<file path="src/rtl/fetch_unit.sv">
// rtl/fetch_unit.sv - program counter and instruction register in front of a synchronous instruction ROM
// Optional HALT detection is compiled in with `define FETCH_HALT_EN.
module fetch_unit #(
  parameter int          ADDR_W  = 7,
  parameter int          DATA_W  = 16,
  parameter int          ROM_LAT = 1,
  parameter logic [3:0]  HALT_OP = 4'hF
) (
  input  logic              clock,
  input  logic              reset_n,
  input  logic              fetch_req,
  input  logic              ir_ack,
  input  logic              pc_load,
  input  logic [ADDR_W-1:0] pc_in,
  output logic [ADDR_W-1:0] mem_addr,
  input  logic [DATA_W-1:0] mem_q,
  output logic [DATA_W-1:0] ir,
  output logic              ir_valid,
  output logic [ADDR_W-1:0] pc,
  output logic              busy,
  output logic              halted
);

  typedef enum logic [1:0] {
    S_IDLE  = 2'd0,
    S_WAIT  = 2'd1,
    S_VALID = 2'd2
  } state_t;

  // Counter reload value: the capture happens ROM_LAT edges after the fetch edge.
  localparam logic [1:0] LP_LAT_M1 = 2'(ROM_LAT - 1);
  localparam logic [ADDR_W-1:0] LP_PC_ONE = {{(ADDR_W-1){1'b0}}, 1'b1};

  state_t              r_state;
  state_t              w_next_state;
  logic [1:0]          r_cnt;
  logic [1:0]          w_next_cnt;
  logic [ADDR_W-1:0]   r_pc;
  logic [ADDR_W-1:0]   w_next_pc;
  logic [DATA_W-1:0]   r_ir;
  logic [DATA_W-1:0]   w_next_ir;
  logic                r_ir_valid;
  logic                w_next_ir_valid;
  logic                w_op_is_halt;
  logic                w_halt_blk;
  logic                w_halt_set;

  assign w_op_is_halt = (mem_q[DATA_W-1 -: 4] == HALT_OP);

`ifdef FETCH_HALT_EN
  logic r_halted;

  // Sticky HALT flag; only reset clears it.
  always_ff @(posedge clock) begin
    if (!reset_n) begin
      r_halted <= 1'b0;
    end else if (w_halt_set) begin
      r_halted <= 1'b1;
    end
  end

  assign w_halt_blk = r_halted;
  assign halted     = r_halted;
`else
  logic w_unused_halt;
  assign w_unused_halt = w_op_is_halt ^ w_halt_set;
  assign w_halt_blk    = 1'b0;
  assign halted        = 1'b0;
`endif

  // State register.
  always_ff @(posedge clock) begin
    if (!reset_n) begin
      r_state <= S_IDLE;
    end else begin
      r_state <= w_next_state;
    end
  end

  // Next-state and datapath next values; everything held unless a branch below changes it.
  always_comb begin
    w_next_state    = r_state;
    w_next_cnt      = r_cnt;
    w_next_pc       = r_pc;
    w_next_ir       = r_ir;
    w_next_ir_valid = r_ir_valid;
    w_halt_set      = 1'b0;
    unique case (r_state)
      S_IDLE: begin
        if (pc_load) begin
          w_next_pc = pc_in;
        end else if (fetch_req && !w_halt_blk) begin
          w_next_state = S_WAIT;
          w_next_cnt   = LP_LAT_M1;
        end
      end
      S_WAIT: begin
        if (r_cnt == 2'd0) begin
          w_next_ir       = mem_q;
          w_next_ir_valid = 1'b1;
          w_next_pc       = r_pc + LP_PC_ONE;
          w_next_state    = S_VALID;
          w_halt_set      = w_op_is_halt;
        end else begin
          w_next_cnt = r_cnt - 2'd1;
        end
      end
      S_VALID: begin
        if (ir_ack) begin
          w_next_ir_valid = 1'b0;
          if (pc_load) begin
            w_next_pc    = pc_in;
            w_next_state = S_IDLE;
          end else if (fetch_req && !w_halt_blk) begin
            w_next_state = S_WAIT;
            w_next_cnt   = LP_LAT_M1;
          end else begin
            w_next_state = S_IDLE;
          end
        end
      end
      default: begin
        w_next_state = S_IDLE;
      end
    endcase
  end

  // Datapath registers; reset aborts any in-flight read.
  always_ff @(posedge clock) begin
    if (!reset_n) begin
      r_cnt      <= 2'd0;
      r_pc       <= '0;
      r_ir       <= '0;
      r_ir_valid <= 1'b0;
    end else begin
      r_cnt      <= w_next_cnt;
      r_pc       <= w_next_pc;
      r_ir       <= w_next_ir;
      r_ir_valid <= w_next_ir_valid;
    end
  end

  assign mem_addr = r_pc;
  assign pc       = r_pc;
  assign ir       = r_ir;
  assign ir_valid = r_ir_valid;
  assign busy     = (r_state == S_WAIT);

endmodule

</file>
<file path="config.mk">
export PLATFORM = sky130hd
export DESIGN_NAME = fetch_unit
export DESIGN_NICKNAME = d
export VERILOG_FILES = /design/src/rtl/fetch_unit.sv
export SDC_FILE = /design/constraint.sdc
export NUM_CORES = 1
export LEC_CHECK = 0
export CAP_MARGIN = 20
export CORE_MARGIN = 2
export CORE_UTILIZATION = 35
export CTS_CLUSTER_SIZE = 28
export DETAILED_ROUTE_END_ITERATION = 8
export GPL_ROUTABILITY_DRIVEN = 0
export PLACE_DENSITY_LB_ADDON = 0.05
export SETUP_SLACK_MARGIN = 0.02
export SYNTH_ARGS = -nofsm -noshare
export SYNTH_HDL_FRONTEND = slang
export SYNTH_SLANG_ARGS = --single-unit
</file>
<file path="constraint.sdc">
create_clock -name clock -period 4.3 [get_ports clock]
set_input_delay 0.645 -clock clock [delete_from_list [all_inputs] [get_ports clock]]
set_output_delay 0.645 -clock clock [all_outputs]
set_load 0.05 [all_outputs]
</file>
==> results of run 1 <==
critical path: stages (launching register included):
cell	delay, ps
sky130_fd_sc_hd__dfxtp_1	350
sky130_fd_sc_hd__nand2b_1	490
sky130_fd_sc_hd__inv_8	200
sky130_fd_sc_hd__clkdlybuf4s50_1	810
metal layers:
| metal | share of wire (%) | wire length [um] | vias to the layer above |
|---|---|---|---|
| met3 | 5.7 | 184 | 2 |
| met2 | 49 | 1560 | 42 |
| met4 | 0.68 | 22 | 0 |
| met1 | 45 | 1450 | 571 |
| met5 | 0 | 0 | - |
| li1 | - | - | 634 |
flip-flops by register name, indices dropped and copies added, names as in the netlist:
name,count
r_state,2
r_cnt,2
mem_addr,7
ir_valid,1
ir,16
power by group:
part           switching [W]  internal, W  total (W)
clock network      0.0000759    0.0000818   0.000158
logic              0.0000971    0.0000654   0.000163
registers          0.0000117     0.000271   0.000283
metrics by stage:
stage	setup WS (ps)	power [W]	hold WS, ps	utilization [%]	area (um^2)
3_5_place_dp	1840	0.000452	461	51.5	1920
6_report	1530	0.000603	474	53.0	1970
4_1_cts	1520	0.000611	481	53.0	1970
5_1_grt	1410	0.000635	498	53.0	1970
2_1_floorplan	2660	0.000396	457	-	1380
3_3_place_gp	1880	0.000450	453	51.5	1920
path summary, 6_finish.rpt:
kind	from	end	slack (ps)	cells past startpoint
setup reg to reg	r_cnt[0]	mem_addr[0]	2540	6
hold / removal	ir[9]	ir[9]	470	2
hold reg to reg	ir[9]	ir[9]	470	2
setup / recovery	r_state[1]	busy	1530	3
logic make-up (layout without fill, tap and decap cells):
kind of cell,Yosys count,after routing
other,1,1
AND/OR/NAND/NOR,67,67
adder cells (fa/ha/maj),2,2
buffers and inverters,20,68
flip-flops,28,28
AO/OA/AOI/OAI,44,44
layout by cell type, fill, tap and decap left out, drive strengths merged:
cell type	synthesis	routed
a221oi	1	1
nand3b	1	1
inv	5	5
a21o	1	1
nand3	3	3
and4b	1	1
o211a	1	1
a21boi	9	9
nor3	3	3
nand2	39	39
nor2b	3	3
conb	1	1
nand4	2	2
a31oi	1	1
a311oi	1	1
ha	2	2
o211ai	1	1
and2	4	4
and4	1	1
o21ai	9	9
clkbuf	3	4
a21oi	17	17
nor3b	1	1
and2b	1	1
clkdlybuf4s50	0	59
nand2b	4	4
o32a	1	1
nor2	4	4
dfxtp	28	28
o21a	2	2
layout make-up:
class	instances	area (um^2)	area share, %
clock buffer	4	55.1	2.79
timing repair buffer	59	591	30.0
multi-input combinational	114	678	34.4
sequential	28	561	28.4
inverter	5	26.3	1.33
tap	48	60.1	3.05
==> results_tabular.tex, run 1 <==
\begin{tabular}{lr}
\hline
Metric & Value \\
\hline
\multicolumn{2}{l}{\textbf{Layout}} \\
Ratio of cells with drive above 1 in the final layout & 10.0\% \\
\# nets final & 241 \\
Non-filler instance count after layout & 258 \\
Area growth from synthesis to final layout & 42.9\% \\
Antenna diodes & 0 \\
Fillcell total & 382 \\
\multicolumn{2}{l}{\textbf{Timing}} \\
Achievable clock frequency & 361 MHz \\
Post-layout minimum cycle time & 2770 ps \\
Final hold violation count & 0 \\
Worst slew margin & 50.2\% \\
Number of failing setup endpoints in the final timing report & 0 \\
Max Slew Vio Count & 0 \\
Worst clock skew & 3.32 ps \\
TNS Setup & 0 ps \\
Period Utilization, post-route & 64.5\% \\
Unrepaired setup endpoints after global routing & false \\
Least-Margin Pin Slew & 746 ps \\
\multicolumn{2}{l}{\textbf{Route}} \\
Drt initial violations & 56 \\
Number of DRC violations after detailed routing & 0 \\
Antenna Nets Post-Route & 0 \\
Total wire length after detailed routing & 3220 um \\
Detail-routed via count per cell & 4.84 \\
Wire per inst & 12.5 um \\
Total vias in the final route & 1249 \\
First-pass DRT Iterations & 4 \\
\multicolumn{2}{l}{\textbf{Place}} \\
\# placed instances & 254 \\
Input/output buffers & 59 \\
Dpl hpwl & 2390 um \\
\multicolumn{2}{l}{\textbf{Clock tree}} \\
Number of gates given a new drive strength after cts & 0 \\
Clock Root Buffer & sky130\_fd\_sc\_hd\_\_clkbuf\_8 \\
Number of hold buffers added after CTS & 0 \\
Clock buffers created by TritonCTS & 3 \\
CTS max path bufs & 2 \\
\# H-tree levels & 1 \\
Clock tree from TritonCTS & yes \\
Sinks on Clock Net & 28 \\
Clock-pin transition on the worst setup and hold timing paths & 90 ps \\
\# Post-CTS Setup Buffers & 0 \\
Clock latency reported for the late side of the worst-skew pair & 270 ps \\
\multicolumn{2}{l}{\textbf{Synth}} \\
Synthesis-stage register bit count & 28 \\
Sequential fraction of the synthesis area & 40.7\% \\
Synthesized area per cell & 8.51 um\^{}2 \\
Top post-synthesis cells by count & 37 x sky130\_fd\_sc\_hd\_\_nand2\_1, 28 x sky130\_fd\_sc\_hd\_\_dfxtp\_1, 10 x sky130\_fd\_sc\_hd\_\_a21oi\_1 \\
Synthesized-area fraction occupied by xor and xnor cells & 0\% \\
Synth Flop Type & sky130\_fd\_sc\_hd\_\_dfxtp\_1 \\
Post-synth net total & 192 \\
Largest cells by area after synthesis & sky130\_fd\_sc\_hd\_\_dfxtp\_1 41\%, sky130\_fd\_sc\_hd\_\_nand2\_1 10\%, sky130\_fd\_sc\_hd\_\_a21oi\_2 4.4\% \\
Mux share of post-synthesis cell area & 0\% \\
Post-synthesis instance area & 0.00138 mm\^{}2 \\
Synth Area in Compound Gates & 23.5\% \\
Share of synthesized cell area in and, or, nand and nor gates & 23.6\% \\
Number of different library cells in the post-synthesis netlist & 40 \\
Async set or reset register ratio after synthesis & 0\% \\
Share of Yosys cell area claimed by the top area cell type & 40.7\% \\
Cell count after synthesis & 162 \\
Most frequent cell after synthesis & sky130\_fd\_sc\_hd\_\_nand2\_1 \\
Count of flip-flops with a built-in enable after synthesis & 0 \\
Combinational family with the most area after synthesis & simple AND/OR/NAND/NOR gates \\
Synth warnings & 0 \\
Area leader, netlist & sky130\_fd\_sc\_hd\_\_dfxtp\_1 \\
Post-synthesis adder-cell area fraction & 1.81\% \\
\multicolumn{2}{l}{\textbf{GRT}} \\
Total routing resource utilization after global routing & 15.2\% \\
Leftover overflow at the end of global routing & 0 \\
Vias in the first global route & 1237 \\
Initial antenna violation count & 0 \\
Met3 Track Usage GR & 3.21\% \\
Global-route wire length before repair & 5230 um \\
Met1 Use GR & 17.6\% \\
Largest net degree at the start of global routing & 20 \\
Gr busiest metal & met2 \\
Grt met2 use & 27.4\% \\
\multicolumn{2}{l}{\textbf{Worst setup path}} \\
Required @ worst endpoint & 3650 ps \\
Crit start category & register \\
Worst Path Arrival & 2130 ps \\
Worst Setup Path Type & reg2out \\
Largest fanout of any net on the critical path & 17 \\
Crit. End Element & output pin \\
\multicolumn{2}{l}{\textbf{Die}} \\
Area of the core & 0.00372 mm\^{}2 \\
Cell Rows & 22 \\
Die boundary width & 66.8 um \\
Effective utilization at floorplan & 37.1\% \\
Die Y & 66.8 um \\
I/O pins & 61 \\
Full die area & 0.00446 mm\^{}2 \\
\multicolumn{2}{l}{\textbf{Status}} \\
Outcome & finished clean \\
\multicolumn{2}{l}{\textbf{Min path}} \\
Worst hold path class & reg2reg \\
\multicolumn{2}{l}{\textbf{Pwr}} \\
Worst IR drop on VDD & 117 uV \\
Leakage power total & 0.686 nW \\
Power per cell area & 306 mW/mm\^{}2 \\
\multicolumn{2}{l}{\textbf{Flow run}} \\
MaxCap Viol Count & 0 \\
\hline
\end{tabular}
Note: power is estimated with default switching activity, not from simulation.
==> run 2: changes to the inputs <==
- clock period: 4.3 -> 2.6 ns (I/O delays scaled with it)
==> run 2 against run 1 <==
Cell area increased by 1.6%. Critical endpoint unchanged. Routed wire length is 2.0% lower. Flip-flop and latch count did not move. Die area unchanged. Register-to-register slack got worse by 1800 ps. Clock power is 110% higher. Global-route usage rose by 0.052 points. Power rose by 78%. Final cell count rose by 0.78%. Sequential power is 65% higher. Core utilization is 0.84 points higher. Largest power group unchanged. Combinational power up 66%.
==> results_tabular.tex, run 2 (synthesis gave the netlist of run 1 again) <==
\begin{tabular}{lr}
\hline
Metric & Value \\
\hline
\multicolumn{2}{l}{\textbf{Status}} \\
Outcome & finished clean \\
\multicolumn{2}{l}{\textbf{Clock tree}} \\
\# Post-CTS Setup Buffers & 0 (unchanged) \\
Clock buffers created by TritonCTS & 3 (unchanged) \\
Number of gates given a new drive strength after cts & 0 (unchanged) \\
Number of hold buffers added after CTS & 0 (unchanged) \\
CTS max path bufs & 2 (unchanged) \\
Clock tree from TritonCTS & yes \\
\# H-tree levels & 1 (unchanged) \\
Sinks on Clock Net & 28 (unchanged) \\
Clock latency reported for the late side of the worst-skew pair & 270 ps (about the same) \\
Clock-pin transition on the worst setup and hold timing paths & 100 ps (about the same) \\
Clock Root Buffer & sky130\_fd\_sc\_hd\_\_clkbuf\_8 \\
\multicolumn{2}{l}{\textbf{Die}} \\
Cell Rows & 22 (unchanged) \\
Full die area & 0.00446 mm\^{}2 (unchanged) \\
Effective utilization at floorplan & 37.1\% (unchanged) \\
Die boundary width & 66.8 um (unchanged) \\
I/O pins & 61 (unchanged) \\
Die Y & 66.8 um (unchanged) \\
Area of the core & 0.00372 mm\^{}2 (unchanged) \\
\multicolumn{2}{l}{\textbf{Timing}} \\
TNS Setup & 0 ps (unchanged) \\
Final hold violation count & 0 (unchanged) \\
Worst clock skew & 5.70 ps (+2.39 ps) \\
Minimum setup slack in the final design & 420 ps (-1110 ps) \\
Least-Margin Pin Slew & 651 ps (-95.8 ps) \\
Max Slew Vio Count & 0 (unchanged) \\
Post-layout minimum cycle time & 2180 ps \\
Unrepaired setup endpoints after global routing & false \\
Worst slew margin & 56.6\% (+6.3 points) \\
Number of failing setup endpoints in the final timing report & 0 (unchanged) \\
Period Utilization, post-route & 83.8\% \\
Achievable clock frequency & 459 MHz \\
\multicolumn{2}{l}{\textbf{Layout}} \\
\# nets final & 243 (+0.83\%) \\
Ratio of cells with drive above 1 in the final layout & 10.8\% (+0.85 points) \\
Most common cell after layout, fill and taps aside & sky130\_fd\_sc\_hd\_\_clkdlybuf4s50\_1 \\
Antenna diodes & 0 (unchanged) \\
Area growth from synthesis to final layout & 45.2\% \\
Commonest cells after routing, fill and taps aside & 59 x sky130\_fd\_sc\_hd\_\_clkdlybuf4s50\_1, 37 x sky130\_fd\_sc\_hd\_\_nand2\_1, 28 x sky130\_fd\_sc\_hd\_\_dfxtp\_1, 10 x sky130\_fd\_sc\_hd\_\_a21oi\_1 \\
Flip-flop count of the largest register after layout & 16 (unchanged) \\
\multicolumn{2}{l}{\textbf{Route}} \\
Number of DRC violations after detailed routing & 0 (unchanged) \\
Detail-routed via count per cell & 4.83 (-0.13\%) \\
First-pass DRT Iterations & 4 (unchanged) \\
Total wire length after detailed routing & 3160 um (-2.0\%) \\
Drt initial violations & 79 (+41\%) \\
Wire per inst & 12.1 um (-2.7\%) \\
Total vias in the final route & 1257 (+0.64\%) \\
Antenna Nets Post-Route & 0 (unchanged) \\
\multicolumn{2}{l}{\textbf{GRT}} \\
Initial antenna violation count & 0 (unchanged) \\
Vias in the first global route & 1196 (-3.3\%) \\
Leftover overflow at the end of global routing & 0 (unchanged) \\
Total routing resource utilization after global routing & 15.3\% (+0.052 points) \\
Largest net degree at the start of global routing & 20 (unchanged) \\
Global-route wire length before repair & 5260 um (+0.65\%) \\
\multicolumn{2}{l}{\textbf{Worst setup path}} \\
Worst Setup Path Type & reg2out \\
FF-to-FF path depth & 6 (unchanged) \\
Worst Path Arrival & 1790 ps (-340 ps) \\
Required @ worst endpoint & 2210 ps (-1440 ps) \\
R2r setup slk & 780 ps (-1760 ps) \\
Crit. End Element & output pin \\
Crit start category & register \\
Largest fanout of any net on the critical path & 8 (-9) \\
\multicolumn{2}{l}{\textbf{Flow run}} \\
MaxCap Viol Count & 0 (unchanged) \\
\multicolumn{2}{l}{\textbf{Pwr}} \\
Power per cell area & 536 mW/mm\^{}2 (+75\%) \\
Worst IR drop on VDD & 228 uV (+96\%) \\
Leakage power total & 0.702 nW (+2.3\%) \\
Final Power & 0.00107 W (+78\%) \\
\multicolumn{2}{l}{\textbf{Place}} \\
Worst slack at placement & 728 ps (-1110 ps) \\
Dpl hpwl & 2340 um (-2.4\%) \\
Input/output buffers & 59 (unchanged) \\
\multicolumn{2}{l}{\textbf{Min path}} \\
Worst hold path class & reg2reg \\
Cell depth of the worst hold path & 2 (unchanged) \\
\hline
\end{tabular}
[run 2: final cells by class]
class,count,area (um^2)
inverter,5,26.3
sequential,28,561
tap,48,60.1
clock inverter,1,30.0
fill,379,1710
clock buffer,3,41.3
timing repair buffer,61,606
multi-input combinational,114,678
[run 2: worst max-delay path, stage by stage (launching register included)]
cell                              delay (ps)
sky130_fd_sc_hd__dfxtp_1                 430
sky130_fd_sc_hd__nand2b_1                180
sky130_fd_sc_hd__inv_8                   110
sky130_fd_sc_hd__clkdlybuf4s50_1         800
[run 2: per-layer routing]
| layer | up-vias | GRT usage, % | part of all wire (%) |
|---|---|---|---|
| li1 | 638 | - | - |
| met1 | 576 | 18.3 | 44 |
| met2 | 41 | 27.4 | 49 |
| met3 | 2 | 3.04 | 5.8 |
| met4 | 0 | 4.34 | 0.54 |
| met5 | - | 0 | 0 |
[run 2: per-stage QoR]
step	std cells	util (%)	instance area [um^2]	hold WS, ps
after floorplan	162	-	1380	457
after global placement	256	52.0	1930	448
after detailed placement	256	52.0	1930	458
after CTS	260	53.9	2000	473
after global routing	260	53.9	2000	484
final	260	53.9	2000	467
[run 2: path summary, 6_finish.rpt]
path | from | to
worst max-delay path | r_state[0] | busy
worst min-delay path | ir[9] | ir[9]
worst max register to register | r_cnt[0] | mem_addr[4]
worst min register to register | ir[9] | ir[9]
[run 2: report_power, final]
| group | total, W | switching [W] | internal [W] |
|---|---|---|---|
| combinational | 0.000270 | 0.000160 | 0.000110 |
| clock | 0.000336 | 0.000130 | 0.000206 |
| sequential | 0.000467 | 0.0000193 | 0.000448 |
==> run 3: changes to the inputs <==
- clock period: 2.6 -> 2.01 ns (I/O delays scaled with it)
==> run 3 against run 2 <==
Non-clock buffer count increased by 1. Worst hold slack got worse by 0.73 ps. Global-route usage decreased by 0.062 points. Flip-flop and latch count unchanged. Combinational power increased by 31%. Via count increased by 0.24%. Cell area about the same. Power increased by 22%. Clock power increased by 3%. Critical path depth decreased by 2. Register-to-register slack got worse by 260 ps. First-iteration DRC count increased by 13%.
==> results_tabular.tex, run 3 (synthesis gave the netlist of run 1 again) <==
\begin{tabular}{lr}
\hline
Metric & Value \\
\hline
\multicolumn{2}{l}{\textbf{Status}} \\
Outcome & finished clean \\
\multicolumn{2}{l}{\textbf{Route}} \\
Antenna Nets Post-Route & 0 (unchanged) \\
Total vias in the final route & 1260 (+0.24\%) \\
Total wire length after detailed routing & 3170 um (+0.41\%) \\
Detail-routed via count per cell & 4.83 (-0.15\%) \\
Wire per inst & 12.1 um (about the same) \\
First-pass DRT Iterations & 4 (unchanged) \\
Number of DRC violations after detailed routing & 0 (unchanged) \\
Drt initial violations & 89 (+13\%) \\
\multicolumn{2}{l}{\textbf{Worst setup path}} \\
Crit path buffers/inverters & 1 (-1) \\
Crit. End Element & output pin \\
Reg2reg start & r\_state[0] \\
FF-to-FF path depth & 5 (-1) \\
Crit path from & mem\_addr[2] \\
Worst Setup Path Type & reg2out \\
Cells along the critical path & clkdlybuf4s50\_1 \\
R2r setup slk & 520 ps (-260 ps) \\
RR Endpoint & mem\_addr[2] \\
Crit start category & register \\
Required @ worst endpoint & 1710 ps (-500 ps) \\
Cell type group with the largest total delay on the critical path & buffers and inverters \\
Levels on crit path & 1 (-2) \\
Critical path destination & mem\_addr[2] \\
Critical-path top delay cell & sky130\_fd\_sc\_hd\_\_clkdlybuf4s50\_1 \\
Largest fanout of any net on the critical path & 8 (unchanged) \\
Critical Path Max Stage Delay & 860 ps (+60 ps) \\
Worst Path Arrival & 1600 ps (-190 ps) \\
\multicolumn{2}{l}{\textbf{Layout}} \\
Ratio of cells with drive above 1 in the final layout & 11.7\% (+0.89 points) \\
Area growth from synthesis to final layout & 45.3\% (about the same) \\
Antenna diodes & 0 (unchanged) \\
Flip-flop count of the largest register after layout & 16 (unchanged) \\
Commonest cells after routing, fill and taps aside & 58 x sky130\_fd\_sc\_hd\_\_clkdlybuf4s50\_1, 37 x sky130\_fd\_sc\_hd\_\_nand2\_1, 28 x sky130\_fd\_sc\_hd\_\_dfxtp\_1, 10 x sky130\_fd\_sc\_hd\_\_a21oi\_1 \\
\# nets final & 244 (+0.41\%) \\
Most common cell after layout, fill and taps aside & sky130\_fd\_sc\_hd\_\_clkdlybuf4s50\_1 \\
\multicolumn{2}{l}{\textbf{Clock tree}} \\
Number of gates given a new drive strength after cts & 0 (unchanged) \\
Clock Root Buffer & sky130\_fd\_sc\_hd\_\_clkbuf\_8 \\
Clock tree from TritonCTS & yes \\
Clock buffers created by TritonCTS & 3 (unchanged) \\
Number of hold buffers added after CTS & 0 (unchanged) \\
CTS max path bufs & 2 (unchanged) \\
\# Post-CTS Setup Buffers & 0 (unchanged) \\
Clock-pin transition on the worst setup and hold timing paths & 90 ps (about the same) \\
Sinks on Clock Net & 28 (unchanged) \\
Clock latency reported for the late side of the worst-skew pair & 270 ps (about the same) \\
\# H-tree levels & 1 (unchanged) \\
\multicolumn{2}{l}{\textbf{Pwr}} \\
Leakage power total & 0.705 nW (+0.32\%) \\
Share of total power in the clock network & 26.6\% (-4.7 points) \\
Net switching fraction of the power & 31.1\% (+2.2 points) \\
Worst IR drop on VDD & 348 uV (+52\%) \\
Combinational power share & 27.1\% (+1.9 points) \\
Sequential fraction of design power & 46.3\% (+2.8 points) \\
Switching power & 0.000406 W (+31\%) \\
Int Power & 0.000900 W (+18\%) \\
Power per cell area & 652 mW/mm\^{}2 (+22\%) \\
\multicolumn{2}{l}{\textbf{Timing}} \\
Least-Margin Pin Slew & 665 ps (+14.2 ps) \\
Worst slew margin & 55.6\% (-0.95 points) \\
Final hold violation count & 0 (unchanged) \\
Minimum setup slack in the final design & 110 ps (-311 ps) \\
Unrepaired setup endpoints after global routing & false \\
Post-layout minimum cycle time & 1900 ps \\
TNS Setup & 0 ps (unchanged) \\
Worst clock skew & 3.37 ps (-2.34 ps) \\
Period Utilization, post-route & 94.5\% \\
Number of failing setup endpoints in the final timing report & 0 (unchanged) \\
Max Slew Vio Count & 0 (unchanged) \\
Achievable clock frequency & 526 MHz \\
\multicolumn{2}{l}{\textbf{GRT}} \\
Vias in the first global route & 1224 (+2.3\%) \\
Initial antenna violation count & 0 (unchanged) \\
Global-route wire length before repair & 5240 um (-0.51\%) \\
Largest net degree at the start of global routing & 18 (-10\%) \\
Leftover overflow at the end of global routing & 0 (unchanged) \\
Total routing resource utilization after global routing & 15.2\% (-0.062 points) \\
\multicolumn{2}{l}{\textbf{Die}} \\
Die boundary width & 66.8 um (unchanged) \\
I/O pins & 61 (unchanged) \\
Cell Rows & 22 (unchanged) \\
Area of the core & 0.00372 mm\^{}2 (unchanged) \\
Die Y & 66.8 um (unchanged) \\
Effective utilization at floorplan & 37.1\% (unchanged) \\
Full die area & 0.00446 mm\^{}2 (unchanged) \\
\multicolumn{2}{l}{\textbf{Flow run}} \\
MaxCap Viol Count & 0 (unchanged) \\
\multicolumn{2}{l}{\textbf{Place}} \\
Dpl hpwl & 2330 um (-0.19\%) \\
Worst slack at placement & 220 ps (-508 ps) \\
Input/output buffers & 59 (unchanged) \\
\multicolumn{2}{l}{\textbf{Min path}} \\
Worst hold path class & reg2reg \\
\hline
\end{tabular}
## run 3: cell types whose count changed in the layout (fill, tap and decap cells not counted)
cell and delta:
sky130_fd_sc_hd__buf_12 +1, sky130_fd_sc_hd__buf_4 +1, sky130_fd_sc_hd__bufinv_16 -1, sky130_fd_sc_hd__clkbuf_8 +1, sky130_fd_sc_hd__clkdlybuf4s50_1 -1
## run 3: area by class of cell
| cell class | instances | area, um^2 |
|---|---|---|
| inverters | 5 | 26.3 |
| repair buffers | 62 | 623 |
| well taps | 48 | 60.1 |
| clock buffers | 4 | 55.1 |
| flip-flops and latches | 28 | 561 |
| fillers | 363 | 1710 |
| multi-input cells | 114 | 678 |
## run 3: metal layers
metal	vias up	global-route usage, %	part of all wire (%)
met5	-	0	0
met4	0	5.61	0.69
met3	2	3.21	6.8
met2	39	28.0	48
met1	577	17.0	44
li1	642	-	-
## run 3: worst min path at each step
| stage | start | to | slack (ps) | cells past startpoint |
|---|---|---|---|---|
| 2_1_floorplan | mem_q[1] | ir[1] | 430 | 2 |
| 3_3_place_gp | ir[14] | ir[14] | 450 | 2 |
| 3_5_place_dp | ir[1] | ir[1] | 460 | 2 |
| 4_1_cts | ir[1] | ir[1] | 470 | 2 |
| 5_1_grt | ir[6] | ir[6] | 480 | 2 |
| 6_report | ir[1] | ir[1] | 470 | 2 |
## run 3: power groups by stage
stage          registers [W]  logic, W  clock network (W)
2_1_floorplan       0.000694  0.000154                  0
3_3_place_gp        0.000616  0.000353                  0
3_5_place_dp        0.000618  0.000355                  0
4_1_cts             0.000605  0.000356           0.000361
5_1_grt             0.000610  0.000376           0.000389
6_report            0.000605  0.000353           0.000347
## run 3: per-stage QoR
step                utilization (%)  std cells  hold slack [ps]  area (um^2)  power (W)
global placement               52.4        257              449         1950   0.000968
global route                   53.9        261              484         2000    0.00137
finish                         53.9        261              467         2000    0.00131
CTS                            53.9        261              470         2000    0.00132
detailed placement             52.4        257              457         1950   0.000973
floorplan                         -        162              428         1380   0.000848
